### config.mk
export PLATFORM = sky130hd
export DESIGN_NAME = sge_window_peak
export DESIGN_NICKNAME = d
export VERILOG_FILES = /design/src/rtl/sge_window_peak.sv
export SDC_FILE = /design/constraint.sdc
export NUM_CORES = 1
export LEC_CHECK = 0
export ABC_AREA = 0
export CAP_MARGIN = 15
export CORE_MARGIN = 4
export CORE_UTILIZATION = 40
export DETAILED_ROUTE_END_ITERATION = 7
export DONT_BUFFER_PORTS = 1
export GPL_TIMING_DRIVEN = 1
export HOLD_SLACK_MARGIN = 0.08
export MAX_ROUTING_LAYER = met4
export PLACE_DENSITY_LB_ADDON = 0.25
export SLEW_MARGIN = 30
export SYNTH_ARGS = -nofsm -noshare
export SYNTH_HDL_FRONTEND = slang
export SYNTH_SLANG_ARGS = --single-unit
export TNS_END_PERCENT = 5
### constraint.sdc
create_clock -name CLK -period 6 [get_ports CLK]
set_input_delay 1.5 -clock CLK [delete_from_list [all_inputs] [get_ports CLK]]
set_output_delay 1.5 -clock CLK [all_outputs]
set_load 0.005 [all_outputs]
### src/rtl/sge_window_peak.sv
// Signed windowed peak detector: tracks the latest signed maximum over each block of
// WINDOW valid samples and offers the peak and its in-window index on a valid/ready port.
module sge_window_peak #(
  parameter int WIDTH  = 8,
  parameter int WINDOW = 16,
  parameter int IDX_W  = (WINDOW > 1) ? $clog2(WINDOW) : 1
) (
  input  logic                    CLK,
  input  logic                    ASYNCRESET,
  input  logic                    I_valid,
  input  logic signed [WIDTH-1:0] I,
  input  logic                    CLR,
  output logic                    O_valid,
  input  logic                    O_ready,
  output logic signed [WIDTH-1:0] O,
  output logic [IDX_W-1:0]        O_idx,
  output logic                    O_overrun
);

  localparam logic [IDX_W-1:0] LAST_IDX = IDX_W'(WINDOW - 1);

  logic [IDX_W-1:0]        cnt_q, cnt_d;
  logic signed [WIDTH-1:0] max_q, max_d;
  logic [IDX_W-1:0]        max_idx_q, max_idx_d;
  logic                    o_valid_q, o_valid_d;
  logic signed [WIDTH-1:0] o_q, o_d;
  logic [IDX_W-1:0]        o_idx_q, o_idx_d;
  logic                    overrun_q, overrun_d;

  logic                    take;
  logic                    complete;
  logic                    accept;
  logic                    replace;
  logic signed [WIDTH-1:0] peak;
  logic [IDX_W-1:0]        peak_idx;

  // Ties replace so the reported index is the latest occurrence of the peak.
  function automatic logic sge(input logic signed [WIDTH-1:0] a,
                               input logic signed [WIDTH-1:0] b);
    return a >= b;
  endfunction

  always_comb begin
    take     = I_valid && !CLR;
    complete = take && (cnt_q == LAST_IDX);
    accept   = o_valid_q && O_ready;
    // The first sample of a window loads unconditionally; cnt_q is then 0.
    replace  = (cnt_q == '0) || sge(I, max_q);
    peak     = replace ? I : max_q;
    peak_idx = replace ? cnt_q : max_idx_q;

    cnt_d     = cnt_q;
    max_d     = max_q;
    max_idx_d = max_idx_q;
    o_valid_d = o_valid_q;
    o_d       = o_q;
    o_idx_d   = o_idx_q;
    overrun_d = overrun_q;

    if (CLR) begin
      cnt_d     = '0;
      overrun_d = 1'b0;
    end else if (I_valid) begin
      max_d     = peak;
      max_idx_d = peak_idx;
      cnt_d     = complete ? '0 : cnt_q + IDX_W'(1);
    end

    if (accept) begin
      o_valid_d = 1'b0;
    end

    if (complete) begin
      o_d       = peak;
      o_idx_d   = peak_idx;
      o_valid_d = 1'b1;
      if (o_valid_q && !O_ready) begin
        overrun_d = 1'b1;
      end
    end
  end

  always_ff @(posedge CLK or posedge ASYNCRESET) begin
    if (ASYNCRESET) begin
      cnt_q     <= '0;
      max_q     <= '0;
      max_idx_q <= '0;
      o_valid_q <= 1'b0;
      o_q       <= '0;
      o_idx_q   <= '0;
      overrun_q <= 1'b0;
    end else begin
      cnt_q     <= cnt_d;
      max_q     <= max_d;
      max_idx_q <= max_idx_d;
      o_valid_q <= o_valid_d;
      o_q       <= o_d;
      o_idx_q   <= o_idx_d;
      overrun_q <= overrun_d;
    end
  end

  assign O_valid   = o_valid_q;
  assign O         = o_q;
  assign O_idx     = o_idx_q;
  assign O_overrun = overrun_q;

endmodule

==> results.md <==
* Status: complete, no violations
* Die Wd at 71.8 um
* Total gr overflow at 0
* CTS Buf Count at 5
* Top-count cell post-synth: dfrtp_1
* Largest fanout on the critical path at 12
* Area grow syn2layout at 6.61%
* TritonCTS clock tree: done
* WP data required at 6160 ps
* Total core area at 0.00380 mm2
* Gate Count Post-Synth at 146
* Boundary Pins at 27
* RSZ-0062 raised after global routing: no
* Post-route DRC at 0
* Synth top area cells: dfrtp_1 (46%), o221ai_2 (8.3%), ha_1 (7.7%)
* # hold bufs at CTS at 0
* Worst-path cell chain: ha_1, and4_1, a22oi_1, or4b_4, nand4b_4, mux2_2
* Static Leak at 0.000857 uW
* Cell taking the most area after synthesis: dfrtp_1
* Post-CTS Resized at 0
* Post-DRT Antenna Nets at 0
* Clock sink total at 30
* Post-synth EDFFs at 0
* Setup repair bufs after CTS at 0
* Slew margin rel. at 67.7%
* Die Y-Extent at 71.8 um
* Share of Yosys cell area claimed by the top area cell type at 46.1%
* Pwr Density at 263 mW/mm2
* Antenna violations before repair at 0
* Area of the die at 0.00516 mm2
* Yosys reg bits at 30
* Worst-Margin Slew at 484 ps
* Synthesized Nets at 169
* Total Wirelength at 3250 um
* Post-detail-place hpwl at 2360 um
* Largest net degree at the start of global routing at 31
* Pre-Repair DR Iteration Count at 4
* Setup slack, reg-to-reg at 3560 ps
* Global-route wire length before repair at 5510 um
* Layout cells sized above 1 at 15.3%
* Via count at 1,069
* Critical path buffers and inverters at 0
* First DRT Iteration DRCs at 39
* Yosys warning total at 0
* Crit-path slowest cell: or4b_4
* Worst-path clk slew at 60 ps
* Min-delay src: max_idx_q[2]
* CTS root buf: clkbuf_8
* Seq/Total Area, Yosys at 46.1%
* Post-synth top flop: dfrtp_1
* VDD IR max at 163 uV
* Crit end category: flop
* Number of hold violations in the final report at 0
* H-tree lvl count at 2
* Cell Area, Synth at 0.00163 mm2
* Via/cell ratio at 5.40
* Finish-stage setup viols at 0
* Clock Latency Late Sink at 270 ps
* Worst hold path type: reg -> reg
* Yosys cell types at 35
* Fmax at 0.306 GHz
* Number of global-route vias before repair at 1,163
* Wire per inst at 16.4 um
* N_diodes at 0
* Initial core utilization at 42.9%
* Crit Path Category: in -> reg
* Syn_area_per_cell at 11.2 um2
* Max clock buf depth at 2
* CP arrival at 3420 ps
* Nets@finish at 173
* Worst r2r src: max_q[5]
* Family with the most delay on the worst path: simple AND/OR/NAND/NOR gates
* Synth top cells by count: dfrtp_1 (30), nand2_1 (24), inv_1 (20), ha_1 (10), o221ai_2 (9)
* TNS Setup at 0 ps
* Launch point of the worst path: I[5]
* GPL Wtd Cong at 0.768
* Fin crit period at 3260 ps
* Worst Skew at 5.52 ps
* Placement row count at 22
* Post-synth ARST share at 100%
* Max incr delay on CP at 540 ps
* Fin Hold WS at 490 ps
* Port Buffers at 0
* CP Launch Type: primary input
* Number of max-cap violations at 0
* Fin. max-slew vios at 0
* Fin crit share at 54.4%
* GRT Util Overall at 14.3%
==> routing by layer <==
| layer | part of all wire (%) | vias up | track usage, % |
|---|---|---|---|
| met5 | 0 | - | - |
| met3 | 6.5 | 4 | 4.63 |
| met1 | 45 | 520 | 17.2 |
| li1 | - | 514 | - |
| met2 | 48 | 31 | 23.0 |
| met4 | 0.61 | 0 | 3.76 |
==> state kept, by name, indices dropped and copies added, names as in the netlist <==
name and count:
max_q 8, O_valid 1, O_overrun 1, max_idx_q 4, cnt_q 4, O 8
O_idx 4
==> path summary, 6_finish.rpt <==
check | endpoint | depth (start not counted)
worst min register to register | max_idx_q[2] | 1
worst min-delay path | max_idx_q[2] | 1
min in group asynchronous | max_idx_q[1] | 2
worst max register to register | max_idx_q[0] | 7
max in group asynchronous | max_q[3] | 2
worst max-delay path | max_idx_q[0] | 6
==> area by class of cell <==
class                           instances  area [um2]
Clock buffer                            7        76.3
Multi-Input combinational cell         91         759
Inverter                               20        75.1
Sequential cell                        30         751
Timing Repair Buffer                    2        15.0
Tap cell                               48        60.1
Fill cell                             370        2060
==> stage by stage <==
step	std cells	setup WS, ps	utilization (%)	total power [uW]	area, um2
after floorplan	146	2560	-	300	1630
after global placement	191	2490	43.7	310	1660
after detailed placement	191	2440	43.7	314	1660
after CTS	198	2730	45.7	464	1740
after global routing	198	2640	45.7	486	1740
final	198	2740	45.7	457	1740
==> kinds of logic (layout without fill, tap and decap cells) <==
group | after synthesis | count (layout) | synth area share [%]
compound gates | 23 | 23 | 15.3
xor+xnor | 1 | 1 | 0.538
fa+ha+maj | 10 | 10 | 7.68
buf+inv | 25 | 29 | 7.30
flops | 30 | 30 | 46.1
mux | 13 | 13 | 8.37
simple gates | 44 | 44 | 14.7
==> cell usage in the layout, fill, tap and decap left out, types with 2 or more instances in the layout <==
master and instances:
dfrtp_1 30, nand2_1 24, inv_1 20, ha_1 10, o221ai_2 9, mux2i_1 8
clkbuf_8 5, nand2b_1 4, a21o_1 3, nor2_1 3, mux2_1 3, and4_1 2
a21oi_1 2, nor3_1 2, mux2_2 2, nand3_1 2, o22a_1 2, clkbuf_1 2
buf_4 2
==> power breakdown <==
group | switching [uW] | internal (uW)
Combinational | 45.8 | 34.0
Clock | 68.2 | 79.6
Sequential | 10.2 | 219
Power figures use the tool's default switching activity.
